[config.mk]
export PLATFORM = sky130hd
export DESIGN_NAME = uart_frame_bridge
export DESIGN_NICKNAME = d
export VERILOG_FILES = /design/src/rtl/uart_frame_bridge.sv
export SDC_FILE = /design/constraint.sdc
export NUM_CORES = 1
export LEC_CHECK = 0
export ABC_AREA = 1
export CAP_MARGIN = 20
export CORE_UTILIZATION = 64
export CTS_CLUSTER_DIAMETER = 80
export CTS_CLUSTER_SIZE = 20
export DETAILED_ROUTE_END_ITERATION = 10
export DONT_BUFFER_PORTS = 1
export PLACE_DENSITY = 0.77
export SLEW_MARGIN = 20
export SYNTH_ARGS = -nofsm -noshare
export SYNTH_HDL_FRONTEND = slang
export SYNTH_SLANG_ARGS = --single-unit
[constraint.sdc]
create_clock -name clk -period 1.9 [get_ports clk]
set_input_delay 0.38 -clock clk [delete_from_list [all_inputs] [get_ports clk]]
set_output_delay 0.38 -clock clk [all_outputs]
set_load 0.03 [all_outputs]
[src/rtl/uart_frame_bridge.sv]
// Byte-stream / word-frame bridge: packs received UART bytes into frames for the
// coprocessor and serialises coprocessor result words back into UART bytes.
module uart_frame_bridge #(
  parameter int DBITS           = 8,
  parameter int FRAME_BYTES     = 4,
  parameter int OUT_FRAME_BYTES = 4,
  parameter bit MSB_FIRST       = 1'b0,
  parameter int TIMEOUT_CYCLES  = 1_000_000
) (
  input  logic                               clk,
  input  logic                               rst_n,
  input  logic [DBITS-1:0]                   rx_byte,
  input  logic                               rx_byte_valid,
  output logic [FRAME_BYTES*DBITS-1:0]       frame_out,
  output logic                               frame_out_valid,
  input  logic                               frame_out_ready,
  input  logic [OUT_FRAME_BYTES*DBITS-1:0]   frame_in,
  input  logic                               frame_in_valid,
  output logic                               frame_in_ready,
  output logic [DBITS-1:0]                   tx_byte,
  output logic                               tx_byte_valid,
  input  logic                               tx_byte_ready,
  output logic                               rx_timeout,
  output logic                               tx_done,
  output logic [7:0]                         overrun_cnt
);

  localparam int FW  = FRAME_BYTES * DBITS;
  localparam int OW  = OUT_FRAME_BYTES * DBITS;
  localparam int IW  = (FRAME_BYTES > 1) ? $clog2(FRAME_BYTES) : 1;
  localparam int OIW = (OUT_FRAME_BYTES > 1) ? $clog2(OUT_FRAME_BYTES) : 1;
  localparam int TW  = (TIMEOUT_CYCLES > 0) ? $clog2(TIMEOUT_CYCLES + 1) : 1;
  localparam logic [IW-1:0]  LAST     = IW'(FRAME_BYTES - 1);
  localparam logic [OIW-1:0] OLAST    = OIW'(OUT_FRAME_BYTES - 1);
  localparam logic [TW-1:0]  TMR_LAST = TW'((TIMEOUT_CYCLES > 0) ? TIMEOUT_CYCLES - 1 : 0);

  typedef enum logic {R_COLLECT, R_HOLD} rx_state_t;
  typedef enum logic {T_IDLE, T_SEND} tx_state_t;

  rx_state_t       rx_state_q, rx_state_d;
  logic [IW-1:0]   idx_q, idx_d;
  logic [TW-1:0]   timer_q, timer_d;
  logic [FW-1:0]   frame_q, frame_d;
  logic [7:0]      ovr_q, ovr_d;
  tx_state_t       tx_state_q, tx_state_d;
  logic [OIW-1:0]  oidx_q, oidx_d;
  logic [OW-1:0]   sh_q, sh_d;
  logic            alive_q, alive_d;

  logic [IW-1:0]   lane;
  logic [OIW-1:0]  olane;
  int              rx_base;
  int              tx_base;

  always_ff @(posedge clk or negedge rst_n) begin
    if (!rst_n) begin
      rx_state_q <= R_COLLECT;
      idx_q      <= '0;
      timer_q    <= '0;
      frame_q    <= '0;
      ovr_q      <= '0;
      tx_state_q <= T_IDLE;
      oidx_q     <= '0;
      sh_q       <= '0;
      alive_q    <= 1'b0;
    end else begin
      rx_state_q <= rx_state_d;
      idx_q      <= idx_d;
      timer_q    <= timer_d;
      frame_q    <= frame_d;
      ovr_q      <= ovr_d;
      tx_state_q <= tx_state_d;
      oidx_q     <= oidx_d;
      sh_q       <= sh_d;
      alive_q    <= alive_d;
    end
  end

  // RX: in R_HOLD idx_q is always 0, so lane also addresses byte 0 of the next frame.
  always_comb begin
    rx_state_d = rx_state_q;
    idx_d      = idx_q;
    timer_d    = timer_q;
    frame_d    = frame_q;
    ovr_d      = ovr_q;
    rx_timeout = 1'b0;
    lane       = MSB_FIRST ? (LAST - idx_q) : idx_q;
    rx_base    = int'(lane) * DBITS;
    case (rx_state_q)
      R_COLLECT: begin
        if (rx_byte_valid) begin
          frame_d[rx_base +: DBITS] = rx_byte;
          timer_d = '0;
          if (idx_q == LAST) begin
            idx_d      = '0;
            rx_state_d = R_HOLD;
          end else begin
            idx_d = idx_q + 1'b1;
          end
        end else if (TIMEOUT_CYCLES != 0 && idx_q != '0) begin
          if (timer_q == TMR_LAST) begin
            idx_d      = '0;
            timer_d    = '0;
            frame_d    = '0;
            rx_timeout = 1'b1;
          end else begin
            timer_d = timer_q + 1'b1;
          end
        end
      end
      R_HOLD: begin
        if (frame_out_ready) begin
          frame_d    = '0;
          timer_d    = '0;
          rx_state_d = R_COLLECT;
          if (rx_byte_valid) begin
            frame_d[rx_base +: DBITS] = rx_byte;
            if (FRAME_BYTES == 1) rx_state_d = R_HOLD;
            else                  idx_d      = IW'(1);
          end
        end else if (rx_byte_valid && ovr_q != 8'hFF) begin
          ovr_d = ovr_q + 1'b1;
        end
      end
      default: rx_state_d = R_COLLECT;
    endcase
  end

  // TX: alive_q keeps frame_in_ready low until the first clock after reset release.
  always_comb begin
    tx_state_d     = tx_state_q;
    oidx_d         = oidx_q;
    sh_d           = sh_q;
    alive_d        = 1'b1;
    tx_done        = 1'b0;
    olane          = MSB_FIRST ? (OLAST - oidx_q) : oidx_q;
    tx_base        = int'(olane) * DBITS;
    frame_in_ready = alive_q && (tx_state_q == T_IDLE);
    tx_byte_valid  = (tx_state_q == T_SEND);
    tx_byte        = tx_byte_valid ? sh_q[tx_base +: DBITS] : '0;
    case (tx_state_q)
      T_IDLE: begin
        if (frame_in_valid && alive_q) begin
          sh_d       = frame_in;
          oidx_d     = '0;
          tx_state_d = T_SEND;
        end
      end
      T_SEND: begin
        if (tx_byte_ready) begin
          if (oidx_q == OLAST) begin
            tx_done    = 1'b1;
            oidx_d     = '0;
            tx_state_d = T_IDLE;
          end else begin
            oidx_d = oidx_q + 1'b1;
          end
        end
      end
      default: tx_state_d = T_IDLE;
    endcase
  end

  assign frame_out       = frame_q;
  assign frame_out_valid = (rx_state_q == R_HOLD);
  assign overrun_cnt     = ovr_q;

endmodule

# After elaboration in Yosys (flattened, before gate mapping)

Index checks and enable logic that the tools add are counted.

Input bits: 46
Flip-flop bits (word level): 99
Output and inout port bits: 53
Memories: 0
RAM bits: 0
Bits in latches: 0
Logic and storage cells: 80
Bits in read-only memories: 0

Div/mod/pow operators: 0
Shifts and indexed selects: 3
Mux-type cells: 39
Reductions and logical operators: 10
Equal/unequal tests: 10
Bitwise operators: 4
$mul: 0
Add/subtract/negate cells: 5
$lt $le $gt $ge: 0

Operator list:

| kind                    | number |
|---|---|
| $mux 32                 | 5 |
| $mux 20                 | 4 |
| $pmux 32 s2             | 1 |
| $pmux 20 s2             | 1 |
| $neg 5->33              | 1 |
| $shift 8x33->32 const A | 1 |
| $shiftx 8x33->32        | 1 |
| $and 32x32->32          | 1 |
| $bwmux 32               | 1 |
| $shiftx 32x6->8         | 1 |
| $add 20x1->20 const B   | 1 |
| $eq 20x20->1 const B    | 1 |
| $mux 2                  | 9 |
| $mux 1                  | 13 |
| $add 8x1->8 const B     | 1 |
| $mux 8                  | 1 |
| $ne 8x8->1 const B      | 1 |
| $pmux 2 s2              | 2 |
| $ne 2x2->1 const B      | 3 |
| $ne 3x3->1 const B      | 2 |
| $reduce_and 2->1        | 3 |
| $reduce_and 3->1        | 2 |
| $add 2x1->2 const B     | 2 |
| $eq 2x2->1 const B      | 2 |
| other kinds (6)         | 11 |

# Logic depth before layout (Yosys ltp)

Depth after elaboration: 6
Gate-level depth with buffers: 11
Mapped depth without buffers: 10

# Worst setup path before layout

OpenSTA, ideal clock, no wires.

Kind: register to output
Start point: register timer_q[0]
End point: output port rx_timeout
Buffers on the path: 0
Path slack: -0.379 ns
Data required time: 1.520 ns
Arrival time: 1.899 ns
Stages on the path, launching flop included: 8
Cell sequence: dfrtp_1 > ha_1 > nand2_1 > inv_2 > nand2_2 > nor2_4 > nand3_2 > nor4_1

Word-level cells in the longest chain between the ends: 5

Ends and longest elaborated chain:

| element                | line | RTL |
|---|---|---|
| from (decl)            | 42   | `logic [TW-1:0] timer_q, timer_d;` |
| from (signal assigned) | 69   | `timer_q <= timer_d;` |
| $eq 20x20->1           | 101  | `if (timer_q == TMR_LAST) begin` |
| $mux 1                 | 101  |  |
| $mux 1                 | 100  | `end else if (TIMEOUT_CYCLES != 0 && idx_q != '0) begin` |
| $mux 1                 | 91   | `if (rx_byte_valid) begin` |
| $mux 1                 | 89   | `case (rx_state_q)` |
| to (decl)              | 23   | `output logic rx_timeout,` |

No other way between the ends.

# Final worst setup path

Ends and elaborated chain as after synthesis.

==> metrics.txt <==
Max Fclk=473 MHz; placed insts=751; chip height=92.5 um; synth top area cells=dfrtp_1 47%, nand2_1 12%, nor2_1 7.0%; Post-synth EDFFs=0; proportion of layout cells with a drive suffix above 1=18.6%; Leakage=2.83 nW; Synth top area share=47.3%; Synth Cell Area=5240 um^2; worst setup path endpoint=rx_timeout; Detailed Routing Iterations Pass 1=6; max-slew violation count=0; ant diodes=0; CTS tree=yes; Syn Area/Cell=8.25 um^2; Antenna Violating Nets Remaining=0; Layout area overhead=11.9%; Final Instance Area=5870 um^2; clk_lat worst skew=370 ps; final clock skew=13.7 ps; IO Pins=99; dpl cell area=5540 um^2; GRT Overall Usage=28.8%; initial antenna violation count=1; most frequent CP cell=nand2_2; CP required=1520 ps; I/O Buffers=0; number of synthesized register bits=99; CP Capture Type=primary output; post-layout net count=722; warnings from Yosys=0; CP Data Arrival Time=1740 ps; Final min period=2120 ps; Die X=92.5 um; CP max FO=3; Pwr Total=7.80 mW; Initial Util=67.1%; status=finished with violations; top_reg_cell synth=dfrtp_1; largest net degree at the start of global routing=100; slowest CP cell=dfrtp_1; Seq/Total Area, Yosys=47.3%; RSZ-0062 raised after global routing=true; dpl ws=60.2 ps; Post-synth ARST share=100%; Vias per Instance=5.73; vias after detailed routing=4432; grt ovf=0; clk sinks=99; Syn Nets=690; setup_tns=-309 ps; dominant cell type by area after synthesis=dfrtp_1; routed wire length=11900 um; critical path startpoint category=flip-flop; peak supply drop=861 uV; DP HPWL=8360 um; WL/cell=15.3 um; Reg clk slew, reported paths=100 ps; Final Hold Vio Count=99; die area=8550 um^2; number of fill cells=583; flop2flop setup slack=90 ps; first-pass GRT wire length=19500 um; Mapped Cells=635; final period utilization=111%; total CTS buffers=9; non-filler cells, final=774; reg2reg end=frame_out[14]$_DFFE_PN0P_; RePlAce Congestion=0.899; maximum root-to-sink buffer count=2; H-tree Lvls=3; final setup vio count=8; CP max stage delay=410 ps; critical path, cell by cell=ha_4 -> nand2_2 -> inv_2 -> nand2_2 -> nor2_4 -> nand3_4 -> nor4_4 -> buf_6; Worst Hold Class=in2async; vias in the first global route=4132; FF-to-FF path depth=10; final hold slack=-302 ps; setup ws final=-216 ps; CTS root buffer=clkbuf_8; critical path class=reg2out; Critical path origin=timer_q[0]$_DFFE_PN0P_; Yosys cell types=36; worst flop-to-flop path startpoint=timer_q[0]$_DFFE_PN0P_; Max-Cap Viols=0; # rows=32; failing checks=negative hold slack, negative setup slack; core area=7810 um^2; Pwr Density=1330 nW/um^2; DRC viols=0; DR iter-0 viols=336
[synthesized netlist by cell type (2+ instances only)]
master    instances
buf_2            11
nand3_2           4
nand2_1         174
mux2_2           32
dfrtp_1          99
o21bai_1          3
nand4_1          40
xnor2_1           3
o21ai_0          24
buf_4             3
ha_1              9
nand3_1          30
inv_1            43
o22ai_1           4
a21oi_1          11
inv_2             4
nor2_1           98
nor3_1           10
clkbuf_1          4
buf_8             3
clkinv_1          2
xor2_1           10
[placed cells by master (no fill, tap or decap), types with 11 or more instances in the layout]
| cell type | instances |
|---|---|
| nor2_1 | 91 |
| buf_4 | 37 |
| mux2_2 | 32 |
| dfrtp_1 | 97 |
| o21ai_0 | 11 |
| inv_1 | 42 |
| nand3_1 | 30 |
| nand2_1 | 171 |
| nand4_1 | 40 |
| o21ai_1 | 13 |
| a21oi_1 | 11 |
[how the worst min path moves through the flow]
stage	to	slack, ps	cells after the start
after floorplan	alive_q$_DFF_PN0_	80	0
after global placement	sh_q[29]$_DFFE_PN0P_	90	0
after detailed placement	sh_q[31]$_DFFE_PN0P_	90	0
after CTS	timer_q[15]$_DFFE_PN0P_	-310	0
after global routing	sh_q[29]$_DFFE_PN0P_	-320	0
final	sh_q[31]$_DFFE_PN0P_	-300	0
[flip-flops by register name, indices dropped and copies added (netlist names)]
register,cells
frame_out_valid,1
timer_q,20
oidx_q,2
frame_out,32
overrun_cnt,8
sh_q,32
idx_q,2
tx_byte_valid,1
alive_q,1
[repair_timing]
action,CTS,global route
buffers inserted,3,3
setup endpoints to repair,10,25
pin swaps,4,10
endpoints found under the hold margin,99,99
resized for setup,14,28
gates cloned,1,0
[stage by stage]
| step | util [%] | hold WS (ps) |
|---|---|---|
| 4_1_cts | 73.8 | -313 |
| 2_1_floorplan | - | 84.4 |
| 3_5_place_dp | 70.9 | 87.0 |
| 6_report | 75.1 | -302 |
| 3_3_place_gp | 70.9 | 86.5 |
| 5_1_grt | 75.1 | -320 |
[metal layers]
layer / up-vias / track usage (%) / share of wire [%] / wire length, um
met4: 0 / 8.59 / 1.9 / 226
li1: 2136 / - / - / -
met1: 2114 / 38.1 / 42 / 5010
met3: 23 / 7.80 / 6.8 / 801
met5: - / 0 / 0 / 0
met2: 159 / 46.5 / 49 / 5820
[cells by family (layout without fill, tap and decap cells)]
group                    count (synthesis)  count (layout)  share of synthesized area (%)
buffers and inverters                   72             109                           6.59
AND/OR/NAND/NOR                        364             364                           30.2
other                                    1               1                         0.0716
multiplexers                            32              32                           6.88
AO/OA/AOI/OAI                           45              45                           4.66
flip-flops                              99              99                           47.3
XOR/XNOR                                13              13                           2.17
adder cells (fa/ha/maj)                  9               9                           2.15
[critical path: cells and delay by family, from the launching register on]
family	cells	cell delay, ps
AND/OR/NAND/NOR	5	550
flip-flops	1	410
buffers and inverters	2	250
adder cells (fa/ha/maj)	1	160
[layout make-up]
type                    count  area [um^2]  share of cell area [%]
clock buffers              10          128                    2.18
well taps                 102          128                    2.18
flip-flops and latches     99         2480                    42.3
clock inverters             6         41.3                   0.704
inverters                  49          193                    3.28
multi-input cells         464         2510                    42.9
repair buffers             44          383                    6.53
[where the power goes]
group	total (mW)	internal, mW	switching [mW]
combinational	3.40	1.33	2.08
clock	1.21	0.477	0.736
sequential	3.19	2.65	0.540
Note: power is estimated with default switching activity, not from simulation.
